==> config.mk <==
export PLATFORM = sky130hd
export DESIGN_NAME = ram_arbiter
export DESIGN_NICKNAME = d
export VERILOG_FILES = /design/src/rtl/ram_arbiter_pkg.sv /design/src/rtl/ram_arbiter_rr_burst_pick.sv /design/src/rtl/ram_arbiter.sv
export SDC_FILE = /design/constraint.sdc
export NUM_CORES = 1
export LEC_CHECK = 0
export CORE_AREA = 2 2 120 122
export DETAILED_ROUTE_END_ITERATION = 12
export DIE_AREA = 0 0 122 124
export GPL_TIMING_DRIVEN = 0
export SYNTH_ARGS = -nofsm -noshare
export SYNTH_HDL_FRONTEND = slang
export SYNTH_HIERARCHICAL = 1
export SYNTH_SLANG_ARGS = --single-unit
==> constraint.sdc <==
create_clock -name clk -period 5.1 [get_ports clk]
set_input_delay 0.765 -clock clk [delete_from_list [all_inputs] [get_ports clk]]
set_output_delay 0.765 -clock clk [all_outputs]
set_load 0.02 [all_outputs]
==> src/rtl/ram_arbiter_pkg.sv <==
// Shared definitions for the two-requester data RAM arbiter.
// Owner encoding and burst limits used by the top and the winner picker.
package ram_arbiter_pkg;

    typedef enum logic {
        OWNER_M0 = 1'b0,
        OWNER_M1 = 1'b1
    } owner_t;

    localparam int         DEFAULT_MAX_BURST = 4;
    localparam logic [3:0] BURST_SAT         = 4'd15;

    function automatic owner_t other_owner(input owner_t o);
        return (o == OWNER_M0) ? OWNER_M1 : OWNER_M0;
    endfunction

endpackage

==> src/rtl/ram_arbiter_rr_burst_pick.sv <==
// Combinational winner selection for the RAM arbiter: picks the granted
// requester and computes the next owner and burst count.
module rr_burst_pick
    import ram_arbiter_pkg::*;
#(
    parameter int MAX_BURST = DEFAULT_MAX_BURST
) (
    input  logic       req0,
    input  logic       req1,
    input  owner_t     owner,
    input  logic [3:0] burst_cnt,
    output logic       gnt0,
    output logic       gnt1,
    output owner_t     next_owner,
    output logic [3:0] next_cnt
);

    localparam logic [3:0] OWNER_LIMIT = 4'(MAX_BURST - 1);

    owner_t winner;

    always_comb begin
        gnt0       = 1'b0;
        gnt1       = 1'b0;
        winner     = owner;
        next_owner = owner;
        next_cnt   = burst_cnt;

        if (!req0 && !req1) begin
            next_cnt = '0;
        end else begin
            // Under contention the owner keeps the slot until its burst is used up.
            if (req0 && req1) begin
                winner = (burst_cnt < OWNER_LIMIT) ? owner : other_owner(owner);
            end else begin
                winner = req0 ? OWNER_M0 : OWNER_M1;
            end

            gnt0 = (winner == OWNER_M0);
            gnt1 = (winner == OWNER_M1);

            if (winner == owner) begin
                next_cnt = (burst_cnt == BURST_SAT) ? BURST_SAT : burst_cnt + 4'd1;
            end else begin
                next_owner = winner;
                next_cnt   = '0;
            end
        end
    end

endmodule

==> src/rtl/ram_arbiter.sv <==
// Shares the single-port data RAM between the core load/store path (m0) and
// the JTAG debug port (m1); one access per cycle, read data one cycle later.
module ram_arbiter
    import ram_arbiter_pkg::*;
#(
    parameter int AW        = 32,
    parameter int DW        = 32,
    parameter int MAX_BURST = DEFAULT_MAX_BURST
) (
    input  logic            clk,
    input  logic            rstn,

    input  logic            m0_req,
    input  logic [DW/8-1:0] m0_wen,
    input  logic            m0_ren,
    input  logic [AW-1:0]   m0_addr,
    input  logic [DW-1:0]   m0_wdata,
    output logic            m0_gnt,
    output logic            m0_busy,
    output logic            m0_rvalid,
    output logic [DW-1:0]   m0_rdata,

    input  logic            m1_req,
    input  logic [DW/8-1:0] m1_wen,
    input  logic            m1_ren,
    input  logic [AW-1:0]   m1_addr,
    input  logic [DW-1:0]   m1_wdata,
    output logic            m1_gnt,
    output logic            m1_rvalid,
    output logic [DW-1:0]   m1_rdata,

    output logic [DW/8-1:0] ram_wen,
    output logic            ram_ren,
    output logic [AW-1:0]   ram_addr,
    output logic [DW-1:0]   ram_wdata,
    input  logic [DW-1:0]   ram_rdata
);

    owner_t     owner;
    owner_t     next_owner;
    logic [3:0] burst_cnt;
    logic [3:0] next_cnt;
    logic       rvalid0;
    logic       rvalid1;
    logic       rd_fire0;
    logic       rd_fire1;

    rr_burst_pick #(
        .MAX_BURST (MAX_BURST)
    ) u_pick (
        .req0       (m0_req),
        .req1       (m1_req),
        .owner      (owner),
        .burst_cnt  (burst_cnt),
        .gnt0       (m0_gnt),
        .gnt1       (m1_gnt),
        .next_owner (next_owner),
        .next_cnt   (next_cnt)
    );

    // A nonzero byte enable turns the access into a write, masking any read.
    assign rd_fire0 = m0_gnt & m0_ren & ~|m0_wen;
    assign rd_fire1 = m1_gnt & m1_ren & ~|m1_wen;

    always_comb begin
        ram_wen   = '0;
        ram_ren   = 1'b0;
        ram_addr  = '0;
        ram_wdata = '0;
        if (m0_gnt) begin
            ram_wen   = m0_wen;
            ram_ren   = rd_fire0;
            ram_addr  = m0_addr;
            ram_wdata = m0_wdata;
        end else if (m1_gnt) begin
            ram_wen   = m1_wen;
            ram_ren   = rd_fire1;
            ram_addr  = m1_addr;
            ram_wdata = m1_wdata;
        end
    end

    always_ff @(posedge clk or negedge rstn) begin
        if (!rstn) begin
            owner     <= OWNER_M0;
            burst_cnt <= '0;
            rvalid0   <= 1'b0;
            rvalid1   <= 1'b0;
        end else begin
            owner     <= next_owner;
            burst_cnt <= next_cnt;
            rvalid0   <= rd_fire0;
            rvalid1   <= rd_fire1;
        end
    end

    assign m0_busy   = m0_req & ~m0_gnt;
    assign m0_rvalid = rvalid0;
    assign m1_rvalid = rvalid1;
    assign m0_rdata  = rvalid0 ? ram_rdata : '0;
    assign m1_rdata  = rvalid1 ? ram_rdata : '0;

endmodule

# After elaboration in Yosys (flattened, before gate mapping)
# Cells that the tools add are included.
# word_totals
latch_bits,0
n_memories,0
ramBits,0
word_cells,46
input_bits,174
out_inout_bits,138
ff_bits,7
romBits,0
# op_classes
div_mod_pow,0
addsub,1
n_reduce_logical,9
n_shift,0
n_lt_le_gt_ge,1
n_bitwise,9
eq_ne,2
n_mul,0
muxes,20
# op_table
operator,count
32-bit two-way mux,6
4-bit two-way mux,5
1-bit two-way mux,9
4-bit OR reduction,2
1-bit bitwise AND,5
"4-bit by 1-bit adder with 4-bit output, second input constant",1
"4-bit equality test, second input constant",1
1-bit logical NOT,4
"4-bit by 2-bit less-than comparator with 1-bit output, second input constant",1
1-bit inverter,4
1-bit logical AND,2
2-bit AND reduction,1
1-bit equality test,1

# Depth between registers and ports, before layout
# Gate-level depths: netlist of the first run.
# depth
ltp_word,9
ltp_mapped,9
ltp_nobuf,7

# Hierarchy
# Netlist of the first run, hierarchy kept.
# by_module_without_submodules
mod,seq_area_each_um2,cells_each,area_each_um2,n_inst
ram_arbiter,175.2,170,1342.5,1
rr_burst_pick,0.0,23,160.2,1

# Least setup slack after synthesis of the first run
# Ideal clock, no wire load.
# synth_timing
path_kind,reg2out
startpoint,register burst_cnt[0]
endpoint,output port ram_addr[0]
arrival_time_ps,2311
path_buffers,3
setup_slack_ps,2024
required_time_ps,4335
path_stages_with_launch,10
path_cell_list,dfrtp_1 > ha_1 > nor3_4 > xnor2_1 > a21oi_1 > buf_2 > nor2b_1 > buf_2 > buf_4 > a22o_1
# synth_via
elab_chain_len,7
elab_cells_between_ends,9
cone_classes,order compare (1); mux (7); bitwise (1)
# synth_lines
element,line_no,source
from (decl),ram_arbiter.sv:41,logic [3:0] burst_cnt;
from (signal assigned),ram_arbiter.sv:91,burst_cnt <= next_cnt;
4-bit by 2-bit less-than comparator with 1-bit output,ram_arbiter_rr_burst_pick.sv:34,winner = (burst_cnt < OWNER_LIMIT) ? owner : other_owner(owner);
1-bit two-way mux,ram_arbiter_rr_burst_pick.sv:34,
1-bit two-way mux,ram_arbiter_rr_burst_pick.sv:33,if (req0 && req1) begin
1-bit two-way mux,ram_arbiter_rr_burst_pick.sv:29,if (!req0 && !req1) begin
1-bit inverter,ram_arbiter_rr_burst_pick.sv:39,gnt0 = (winner == OWNER_M0);
1-bit two-way mux,ram_arbiter_rr_burst_pick.sv:29,
via m0_gnt,ram_arbiter.sv:18,"output logic m0_gnt,"
32-bit two-way mux,ram_arbiter.sv:70,if (m0_gnt) begin
to (decl),ram_arbiter.sv:34,"output logic [AW-1:0] ram_addr,"
# The timed path passes the listed nets, and every way through them passes these cells. The select of a mux whose other input is x is not followed.

# Worst setup path in the final report of the first run
# layout_timing
startpoint,register burst_cnt[0]
endpoint,output port ram_addr[9]
# layout_via
elab_chain_len,7
elab_cells_between_ends,9
cone_classes,order compare (1); mux (7); bitwise (1)
# layout_lines
element,line_no
4-bit by 2-bit less-than comparator with 1-bit output (*),ram_arbiter_rr_burst_pick.sv:34
1-bit two-way mux (*),ram_arbiter_rr_burst_pick.sv:34
1-bit two-way mux (*),ram_arbiter_rr_burst_pick.sv:33
1-bit two-way mux (*),ram_arbiter_rr_burst_pick.sv:29
1-bit two-way mux or 1-bit inverter (tied branches),"ram_arbiter_rr_burst_pick.sv:29, ram_arbiter_rr_burst_pick.sv:39"
32-bit two-way mux or 1-bit two-way mux (tied branches),"ram_arbiter.sv:75, ram_arbiter_rr_burst_pick.sv:29"
32-bit two-way mux (*),ram_arbiter.sv:70
# Every way passes the cells marked *; elsewhere a longest branch is shown, timed or not. The select of a mux whose other input is x is not followed.

==> results.sh, run 1 <==
export IMPL_status="finished, final reports clean"
export IMPL_critical_path_top_cell_by_count="sky130_fd_sc_hd__buf_2"
export IMPL_power_ir_vdd_worst_mv=0.157
export IMPL_synth_cell_area_mm2=0.00150
export IMPL_cts_hold_repair_buffers=0
export IMPL_worstRegToRegCells=6
export IMPL_clock_sink_count=7
export IMPL_place_port_buffers=311
export IMPL_postRouteWirelength_um=11800
export IMPL_worst_setup_path_type="register to output port"
export IMPL_endpoint_kind="output port"
export IMPL_worstMarginPinSlew_ns=0.635
export IMPL_synth_cell_type_count=28
export IMPL_boundaryPins=312
export IMPL_cts_reportedPaths_clkPinSlew_ns=0.04
export IMPL_power_switching_fraction=0.447
export IMPL_intPower_uw=744
export IMPL_hold_start="burst_cnt[0]"
export IMPL_post_synthesis_register_bit_count=7
export IMPL_final_setup_skew_ns=0.000417
export IMPL_clock_tree_buffer_depth=2
export IMPL_die_h_um=124
export IMPL_timing_hold_worst_path_depth=1
export IMPL_worst_skew_pair_late_latency_ns=0.23
export IMPL_critical_path_startpoint="burst_cnt[0]"
export IMPL_fillers=1432
export IMPL_setup_viol_count_final=0
export IMPL_timing_hold_violations_final=0
export IMPL_cp_endpoint="ram_addr[9]"
export IMPL_setup_slack_reg_to_reg_ns=2.89
export IMPL_maxSlewViolCount=0
export IMPL_clock_power_share=0.098
export IMPL_pwr_share_seq=0.066
export IMPL_critical_path_startpoint_type="register"
export IMPL_fin_crit_ns=4.12
export IMPL_worstPathMaxFanout=10
export IMPL_antenna_cells_inserted=0
export IMPL_grt_use_total=0.138
export IMPL_cts_repair_timing_setup_buffer_count=0
export IMPL_most_used_cells_in_the_layout_excluding_fill_and_tap_cells="311 x sky130_fd_sc_hd__clkdlybuf4s50_1, 66 x sky130_fd_sc_hd__a22o_1, 64 x sky130_fd_sc_hd__and2_1, 14 x sky130_fd_sc_hd__clkbuf_1, 7 x sky130_fd_sc_hd__dfrtp_1"
export IMPL_sum_of_overflow_across_all_layers_after_global_routing=0
export IMPL_cp_required_ns=4.34
export IMPL_min_period_over_period=0.807
export IMPL_synth_fp_nets=368
export IMPL_cellLeakagePower_nw=1.88
export IMPL_tritoncts="yes"
export IMPL_post_dp_hpwl_um=10600
export IMPL_detailedPlace_worstSlack_ns=0.931
export IMPL_numCtsBuffers=3
export IMPL_total_power_mw=1.35
export IMPL_grt_max_degree=11
export IMPL_drcViolationCount=0
export IMPL_max_cap_violations=0
export IMPL_slowest_cell_delay_on_critical_path_ns=0.64
export IMPL_num_rows=43
export IMPL_grt_first_pass_wirelength_um=16100
export IMPL_clock_root_buffer="sky130_fd_sc_hd__clkbuf_16"
export IMPL_post_route_cells_drive_above_1_share=0.0374
export IMPL_pwr_density_cell_mw_per_mm2=273
export IMPL_via_per_inst=4.12
export IMPL_critical_path_arrival_ns=3.35
export IMPL_avgRoutedWirePerCell_um=17.1
export IMPL_crit_path_top_delay_cell="sky130_fd_sc_hd__clkdlybuf4s50_1"
export IMPL_finish_net_count=684
export IMPL_slew_headroom=0.577
export IMPL_synth_seq_area_share=0.117
export IMPL_design_core_area_mm2=0.0137
export IMPL_grt_antenna_before_repair=0
export IMPL_synth_warning_count=6
export IMPL_post_cts_resized_instances=0
export IMPL_start_util=0.110
export IMPL_dieWidth_um=122
export IMPL_drt_pass1_iterations=4
export IMPL_clock_tree_htree_level_count=1
export IMPL_crit_buf_inv=4
export IMPL_syn_area_per_cell_um2=7.79
export IMPL_p_switching_uw=602
export IMPL_route_vias_total=2835
export IMPL_synthToLayoutAreaGrowth_pct=227
export IMPL_critical_path_top_delay_family="buffers and inverters"
export IMPL_detailedRoute_firstIterationViolations=37
export IMPL_worstPathCellList="ha_1, nor3_4, xnor2_1, a21oi_1, buf_2, nor2b_1, buf_2, buf_4, a22o_1, clkdlybuf4s50_1"
export IMPL_hp_class="register to register"
export IMPL_regToRegStartpoint="burst_cnt[0]"
export IMPL_path_depth=10
export IMPL_instance_count_of_the_mapped_netlist=193
export IMPL_ant_nets=0
export IMPL_place_gp_congestion=0.824
export IMPL_grt_pass1_vias=2826
export IMPL_die_area_mm2=0.0151
export IMPL_totalNegativeSetupSlack_ns=0
export IMPL_hold_ws_ns=0.516
export IMPL_unrepaired_setup_endpoints_after_global_routing="false"
export IMPL_combPwrFrac=0.836
export IMPL_crit_reg2reg_capture="m1_rvalid"
export IMPL_max_freq_mhz=243
export IMPL_layout_cells_most_common="sky130_fd_sc_hd__clkdlybuf4s50_1"
export IMPL_fin_ws_ns=0.984
## Yosys cell counts
cell type | number | area (um^2)
sky130_fd_sc_hd__a21o_1 | 1 | 7.51
sky130_fd_sc_hd__a21oi_1 | 3 | 15.0
sky130_fd_sc_hd__a22o_1 | 66 | 578
sky130_fd_sc_hd__a22o_2 | 1 | 10.0
sky130_fd_sc_hd__a31oi_1 | 1 | 6.26
sky130_fd_sc_hd__and2_1 | 64 | 400
sky130_fd_sc_hd__buf_2 | 5 | 25.0
sky130_fd_sc_hd__buf_4 | 3 | 22.5
sky130_fd_sc_hd__clkbuf_1 | 13 | 48.8
sky130_fd_sc_hd__dfrtp_1 | 7 | 175
sky130_fd_sc_hd__ha_1 | 1 | 12.5
sky130_fd_sc_hd__inv_1 | 3 | 11.3
sky130_fd_sc_hd__nand2_1 | 4 | 15.0
sky130_fd_sc_hd__nand2b_1 | 1 | 6.26
sky130_fd_sc_hd__nand3_1 | 2 | 10.0
sky130_fd_sc_hd__nor2_1 | 3 | 11.3
sky130_fd_sc_hd__nor2b_1 | 2 | 12.5
sky130_fd_sc_hd__nor3_2 | 3 | 30.0
sky130_fd_sc_hd__nor3_4 | 1 | 16.3
sky130_fd_sc_hd__nor3b_1 | 1 | 7.51
sky130_fd_sc_hd__nor3b_2 | 1 | 12.5
sky130_fd_sc_hd__o21a_1 | 1 | 7.51
sky130_fd_sc_hd__o21ai_0 | 1 | 5.00
sky130_fd_sc_hd__o221ai_2 | 1 | 15.0
sky130_fd_sc_hd__o2bb2ai_1 | 1 | 8.76
sky130_fd_sc_hd__or4b_1 | 1 | 10.0
sky130_fd_sc_hd__or4b_4 | 1 | 13.8
sky130_fd_sc_hd__xnor2_1 | 1 | 8.76
## final cells by class
class	count	area, um^2	share of cell area
repair buffers	311	3110	0.633
flip-flops and latches	7	175	0.0356
clock buffers	4	78.8	0.0160
plain buffers	21	96.3	0.0196
inverters	3	11.3	0.00229
well taps	180	225	0.0458
multi-input cells	162	1220	0.248
## flip-flops by register name (all words and copies together), names as in the netlist
register,cells
owner,1
m1_rvalid,1
burst_cnt,4
m0_rvalid,1
## worst min-delay path by stage
| stage | end | slack (ns) |
|---|---|---|
| 6_report | burst_cnt[0] | 0.52 |
| 5_1_grt | burst_cnt[0] | 0.52 |
| 4_1_cts | burst_cnt[0] | 0.51 |
| 3_5_place_dp | burst_cnt[0] | 0.51 |
| 3_3_place_gp | burst_cnt[0] | 0.49 |
| 2_1_floorplan | burst_cnt[0] | 0.47 |
## per-layer routing
metal	vias up	global-route usage	part of all wire
li1	1351	-	-
met1	1280	0.155	0.36
met2	200	0.272	0.53
met3	4	0.0339	0.10
met4	0	0.0136	0.0050
met5	-	0	0
## power groups by stage
| stage | logic (mW) | registers, mW | clock network [mW] |
|---|---|---|---|
| floorplan | 0.548 | 0.0857 | 0 |
| global placement | 1.13 | 0.0875 | 0 |
| detailed placement | 1.14 | 0.0892 | 0 |
| CTS | 1.14 | 0.0887 | 0.134 |
| global route | 1.19 | 0.0914 | 0.138 |
| finish | 1.12 | 0.0890 | 0.132 |
## metrics by stage
step,utilization,instances,cell area [um^2]
2_1_floorplan,-,193,1500
3_3_place_gp,0.353,684,4840
3_5_place_dp,0.353,684,4840
4_1_cts,0.359,688,4920
5_1_grt,0.359,688,4920
6_report,0.359,688,4920
## cell families after synthesis
kind of cell,after synthesis,share of synthesized area
AOI/OAI and AO/OA,76,0.435
xor gates and xnor gates,1,0.00583
adders and majority gates,1,0.00833
buffers and inverters,24,0.0716
DFF,7,0.117
and+or+nand+nor,84,0.363
(Power assumes the default switching activity.)
==> run 2, diff against run 1 <==
==> constraint.sdc (replaced) <==
create_clock -name clk -period 4 [get_ports clk]
set_input_delay 0.6 -clock clk [delete_from_list [all_inputs] [get_ports clk]]
set_output_delay 0.6 -clock clk [all_outputs]
set_load 0.02 [all_outputs]
==> results.sh, run 2 (synthesized netlist as in run 1, its figures left out) <==
export IMPL_crit_path_top_delay_cell="sky130_fd_sc_hd__clkdlybuf4s50_1"
export IMPL_grt_first_pass_wirelength_um=16100
export IMPL_boundaryPins=312
export IMPL_start_util=0.110
export IMPL_regToRegStartpoint="burst_cnt[0]"
export IMPL_worst_setup_path_type="register to output port"
export IMPL_endpoint_kind="output port"
export IMPL_grt_util_met1=0.155
export IMPL_largest_register="burst_cnt"
export IMPL_largest_register_ff_count=4
export IMPL_critical_path_top_delay_family="buffers and inverters"
export IMPL_post_dp_hpwl_um=10600
export IMPL_post_place_cells=684
export IMPL_worstPathCellList="ha_1, nor3_4, xnor2_1, a21oi_1, buf_2, nor2b_4, buf_4, buf_4, a22o_1, clkdlybuf4s50_1"
export IMPL_total_power_mw=1.72
export IMPL_max_cap_violations=0
export IMPL_synthToLayoutAreaGrowth_pct=229
export IMPL_via_per_inst=4.10
export IMPL_post_route_cells_drive_above_1_share=0.0413
export IMPL_avgRoutedWirePerCell_um=17.2
export IMPL_postRouteWirelength_um=11800
export IMPL_globalRoute_busiestLayer="met2"
export IMPL_place_gp_congestion=0.824
export IMPL_power_ir_vdd_worst_mv=0.201
export IMPL_worstMarginPinSlew_ns=0.444
export IMPL_layout_cells_most_common="sky130_fd_sc_hd__clkdlybuf4s50_1"
export IMPL_critical_path_startpoint_type="register"
export IMPL_hp_class="register to register"
export IMPL_tritoncts="yes"
export IMPL_worstPathMaxFanout=10
export IMPL_hold_path_end="burst_cnt[0]"
export IMPL_grt_antenna_before_repair=0
export IMPL_unrepaired_setup_endpoints_after_global_routing="true"
export IMPL_timing_hold_violations_final=0
export IMPL_grt_max_degree=11
export IMPL_slew_headroom=0.704
export IMPL_die_h_um=124
export IMPL_status="finished, final reports clean"
export IMPL_detailedRoute_firstIterationViolations=26
export IMPL_clock_tree_htree_level_count=1
export IMPL_final_setup_skew_ns=0.000417
export IMPL_cts_repair_timing_setup_buffer_count=0
export IMPL_timing_hold_worst_path_depth=1
export IMPL_min_period_over_period=0.936
export IMPL_die_area_mm2=0.0151
export IMPL_drcViolationCount=0
export IMPL_crit_buf_inv=4
export IMPL_fin_crit_ns=3.74
export IMPL_clock_root_buffer="sky130_fd_sc_hd__clkbuf_16"
export IMPL_grt_use_total=0.138
export IMPL_cts_reportedPaths_clkPinSlew_ns=0.04
export IMPL_cellLeakagePower_nw=1.93
export IMPL_num_rows=43
export IMPL_slowest_cell_delay_on_critical_path_ns=0.64
export IMPL_design_core_area_mm2=0.0137
export IMPL_setup_viol_count_final=0
export IMPL_totalNegativeSetupSlack_ns=0
export IMPL_route_vias_total=2821
export IMPL_post_route_util=0.360
export IMPL_cp_required_ns=3.40
export IMPL_pwr_density_cell_mw_per_mm2=349
export IMPL_numCtsBuffers=3
export IMPL_crit_reg2reg_capture="m1_rvalid"
export IMPL_max_freq_mhz=267
export IMPL_critical_path_top_cell_by_count="sky130_fd_sc_hd__buf_4"
export IMPL_dieWidth_um=122
export IMPL_hold_start="burst_cnt[0]"
export IMPL_grt_met2_usage=0.272
export IMPL_setup_slack_reg_to_reg_ns=1.78
export IMPL_sum_of_overflow_across_all_layers_after_global_routing=0
export IMPL_grt_met3_usage=0.0339
export IMPL_maxSlewViolCount=0
export IMPL_critical_path_arrival_ns=3.14
export IMPL_ant_nets=0
export IMPL_worst_skew_pair_late_latency_ns=0.23
export IMPL_worstRegToRegCells=6
export IMPL_finalNonFillerCells=688
export IMPL_antenna_cells_inserted=0
export IMPL_most_used_cells_in_the_layout_excluding_fill_and_tap_cells="308 x sky130_fd_sc_hd__clkdlybuf4s50_1, 66 x sky130_fd_sc_hd__a22o_1, 64 x sky130_fd_sc_hd__and2_1, 13 x sky130_fd_sc_hd__clkbuf_1, 7 x sky130_fd_sc_hd__dfrtp_1"
export IMPL_drt_pass1_iterations=4
export IMPL_clock_tree_buffer_depth=2
export IMPL_grt_pass1_vias=2824
export IMPL_finish_net_count=684
export IMPL_clock_sink_count=7
export IMPL_place_port_buffers=311
run 2: cell types whose count changed in the layout (fill, tap and decap cells not counted):
cell / previous run / this run
sky130_fd_sc_hd__clkbuf_2: 0 / 1
sky130_fd_sc_hd__clkbuf_1: 14 / 13
sky130_fd_sc_hd__dlymetal6s2s_1: 0 / 3
sky130_fd_sc_hd__nor2b_1: 2 / 1
sky130_fd_sc_hd__buf_2: 5 / 4
sky130_fd_sc_hd__clkdlybuf4s50_1: 311 / 308
sky130_fd_sc_hd__nor2b_4: 0 / 1
sky130_fd_sc_hd__buf_4: 3 / 4
run 2: through the flow:
stage               setup slack (ns)  hold WS (ns)  area [um^2]
finish                         0.257         0.516         4940
floorplan                       1.09         0.304         1500
CTS                          0.00534         0.513         4920
detailed placement             0.161         0.509         4840
global route               -0.000357         0.525         4940
global placement               0.184         0.490         4840
run 2: how the worst max path moves through the flow:
stage / from / to / slack [ns] / cells past startpoint
after global placement: m0_req / ram_wdata[31] / 0.18 / 7
after global routing: burst_cnt[0] / ram_addr[29] / -0.0004 / 9
final: burst_cnt[0] / ram_addr[9] / 0.26 / 10
after floorplan: burst_cnt[0] / ram_addr[0] / 1.09 / 9
after CTS: burst_cnt[0] / ram_wdata[31] / 0.005 / 8
after detailed placement: m0_req / ram_wdata[31] / 0.16 / 7
run 2: metal layers:
layer / wire length (um) / up-vias
met1: 4300 / 1270
met3: 1220 / 4
li1: - / 1351
met4: 59 / 0
met2: 6240 / 196
met5: 0 / -
run 2: final cells by class:
| class | count | area (um^2) |
|---|---|---|
| fill | 1433 | 8780 |
| timing repair buffer | 311 | 3120 |
| multi-input combinational | 162 | 1230 |
| tap | 180 | 225 |
| sequential | 7 | 175 |
| buffer | 21 | 100 |
| clock buffer | 4 | 78.8 |
| inverter | 3 | 11.3 |
run 2: repair_timing:
action / CTS / global route
gates cloned: 0 / 0
hold endpoints to repair: 0 / 0
hold buffers: 0 / 0
gates resized for setup: 1 / 7
setup endpoints to repair: 30 / 40
run 2: power breakdown:
group	total, mW	switching (mW)	internal, mW	leakage, nW
registers	0.114	0.0243	0.0893	0.0922
logic	1.44	0.709	0.731	1.80
clock network	0.169	0.0362	0.132	0.0382
total	1.72	0.770	0.953	1.93
run 2: worst register-to-register path, cell delays in order (launching register included):
cell	delay, ns
sky130_fd_sc_hd__dfrtp_1	0.40
sky130_fd_sc_hd__ha_1	0.30
sky130_fd_sc_hd__nor3_4	0.26
sky130_fd_sc_hd__xnor2_1	0.21
sky130_fd_sc_hd__o21a_1	0.27
sky130_fd_sc_hd__or4b_4	0.49
sky130_fd_sc_hd__nor3b_2	0.20
==> run 3, diff against run 2 <==
--- a/config.mk
+++ b/config.mk
@@ -5,10 +5,12 @@
 export SDC_FILE = /design/constraint.sdc
 export NUM_CORES = 1
 export LEC_CHECK = 0
+export CAP_MARGIN = 20
 export CORE_AREA = 2 2 120 122
 export DETAILED_ROUTE_END_ITERATION = 12
 export DIE_AREA = 0 0 122 124
 export GPL_TIMING_DRIVEN = 0
+export PLACE_DENSITY = 0.54
 export SYNTH_ARGS = -nofsm -noshare
 export SYNTH_HDL_FRONTEND = slang
 export SYNTH_HIERARCHICAL = 1
==> results.sh, run 3 (synthesized netlist as in run 1, its figures left out) <==
export IMPL_status="finished, final reports clean"
export IMPL_maxSlewViolCount=0
export IMPL_max_freq_mhz=265
export IMPL_clock_tree_htree_level_count=1
export IMPL_ant_nets=0
export IMPL_route_vias_total=2816
export IMPL_place_port_buffers=311
export IMPL_pwr_density_cell_mw_per_mm2=347
export IMPL_sum_of_overflow_across_all_layers_after_global_routing=0
export IMPL_largest_register="burst_cnt"
export IMPL_worst_skew_pair_late_latency_ns=0.23
export IMPL_largest_register_ff_count=4
export IMPL_drt_pass1_iterations=4
export IMPL_hp_class="register to register"
export IMPL_antenna_cells_inserted=0
export IMPL_path_depth=10
export IMPL_avgRoutedWirePerCell_um=17.7
export IMPL_critical_path_startpoint_type="register"
export IMPL_endpoint_kind="output port"
export IMPL_fin_crit_ns=3.77
export IMPL_unrepaired_setup_endpoints_after_global_routing="false"
export IMPL_numCtsBuffers=3
export IMPL_dieWidth_um=122
export IMPL_hold_start="burst_cnt[0]"
export IMPL_grt_pass1_vias=2753
export IMPL_num_rows=43
export IMPL_most_used_cells_in_the_layout_excluding_fill_and_tap_cells="311 x sky130_fd_sc_hd__clkdlybuf4s50_1, 66 x sky130_fd_sc_hd__a22o_1, 64 x sky130_fd_sc_hd__and2_1, 12 x sky130_fd_sc_hd__clkbuf_1, 7 x sky130_fd_sc_hd__dfrtp_1"
export IMPL_crit_reg2reg_capture="m1_rvalid"
export IMPL_layout_cells_most_common="sky130_fd_sc_hd__clkdlybuf4s50_1"
export IMPL_crit_buf_inv=4
export IMPL_power_ir_vdd_worst_mv=0.168
export IMPL_slew_headroom=0.704
export IMPL_die_area_mm2=0.0151
export IMPL_crit_path_top_delay_cell="sky130_fd_sc_hd__clkdlybuf4s50_1"
export IMPL_place_gp_congestion=0.737
export IMPL_post_route_cells_drive_above_1_share=0.0433
export IMPL_timing_hold_violations_final=0
export IMPL_worstRegToRegCells=6
export IMPL_tritoncts="yes"
export IMPL_regToRegStartpoint="burst_cnt[0]"
export IMPL_cellLeakagePower_nw=1.89
export IMPL_critical_path_startpoint="burst_cnt[0]"
export IMPL_clock_root_buffer="sky130_fd_sc_hd__clkbuf_16"
export IMPL_clock_sink_count=7
export IMPL_hold_path_end="burst_cnt[0]"
export IMPL_detailedRoute_firstIterationViolations=31
export IMPL_critical_path_top_delay_family="buffers and inverters"
export IMPL_final_setup_skew_ns=0.00370
export IMPL_slowest_cell_delay_on_critical_path_ns=0.64
export IMPL_setup_viol_count_final=0
export IMPL_finish_net_count=684
export IMPL_grt_first_pass_wirelength_um=16300
export IMPL_via_per_inst=4.09
export IMPL_clock_tree_buffer_depth=2
export IMPL_cts_repair_timing_setup_buffer_count=0
export IMPL_totalNegativeSetupSlack_ns=0
export IMPL_cp_required_ns=3.40
export IMPL_cts_reportedPaths_clkPinSlew_ns=0.04
export IMPL_grt_use_total=0.143
export IMPL_grt_max_degree=11
export IMPL_worst_setup_path_type="register to output port"
export IMPL_min_period_over_period=0.942
export IMPL_setup_slack_reg_to_reg_ns=1.80
export IMPL_post_dp_hpwl_um=11100
export IMPL_critical_path_top_cell_by_count="sky130_fd_sc_hd__buf_4"
export IMPL_synthToLayoutAreaGrowth_pct=228
export IMPL_boundaryPins=312
export IMPL_worstMarginPinSlew_ns=0.444
export IMPL_max_cap_violations=0
export IMPL_postRouteWirelength_um=12200
export IMPL_die_h_um=124
export IMPL_worstPathMaxFanout=10
export IMPL_worstPathCellList="ha_1, nor3_4, xnor2_1, a21oi_1, buf_2, nor2b_2, buf_4, buf_4, a22o_1, clkdlybuf4s50_1"
export IMPL_grt_antenna_before_repair=0
export IMPL_timing_hold_worst_path_depth=1
export IMPL_start_util=0.110
export IMPL_post_route_util=0.359
export IMPL_design_core_area_mm2=0.0137
export IMPL_drcViolationCount=0
export IMPL_critical_path_arrival_ns=3.17
## run 3: timing repair
item / 4_1_cts / 5_1_grt
resized for setup: 2 / 1
endpoints found under the setup margin: 26 / 13
hold buffers: 0 / 0
## run 3: final cells by class
type,count,area (um^2)
buffer,21,100
clock buffer,3,75.1
clock inverter,1,5.00
fill,1454,8790
inverter,3,11.3
multi-input combinational,162,1220
sequential,7,175
tap,180,225
timing repair buffer,311,3110
## run 3: how the worst max path moves through the flow
stage,end,slack (ns)
2_1_floorplan,ram_addr[0],1.09
3_3_place_gp,ram_addr[31],0.12
3_5_place_dp,ram_addr[31],0.11
4_1_cts,ram_addr[6],0.05
5_1_grt,ram_addr[10],0.07
6_report,ram_addr[24],0.23
## run 3: power by group
part / switching (mW) / leakage (nW) / internal, mW
Combinational: 0.700 / 1.76 / 0.730
Clock: 0.0375 / 0.0409 / 0.131
Sequential: 0.0228 / 0.0922 / 0.0893
## run 3: metal layers
| metal | vias up | part of all wire | GRT usage |
|---|---|---|---|
| met2 | 191 | 0.53 | 0.279 |
| met1 | 1265 | 0.34 | 0.151 |
| met3 | 4 | 0.12 | 0.0504 |
| li1 | 1356 | - | - |
| met4 | 0 | 0.0058 | 0.0151 |
| met5 | - | 0 | 0 |
## run 3: stage by stage
stage	worst slack [ns]	power (mW)	instances	hold slack [ns]	instance area [um^2]
final	0.231	1.71	688	0.509	4930
after global routing	0.0679	1.81	688	0.530	4930
after CTS	0.0539	1.75	688	0.515	4920
after detailed placement	0.105	1.57	684	0.510	4840
after global placement	0.122	1.56	684	0.495	4840
after floorplan	1.09	0.807	193	0.304	1500
## run 3: worst register-to-register path: cells and delay by family, from the launching register on
kind / cells / cell delay [ns]
compound gates: 1 / 0.28
xor+xnor: 1 / 0.19
fa+ha+maj: 1 / 0.28
flops: 1 / 0.40
simple gates: 3 / 0.95
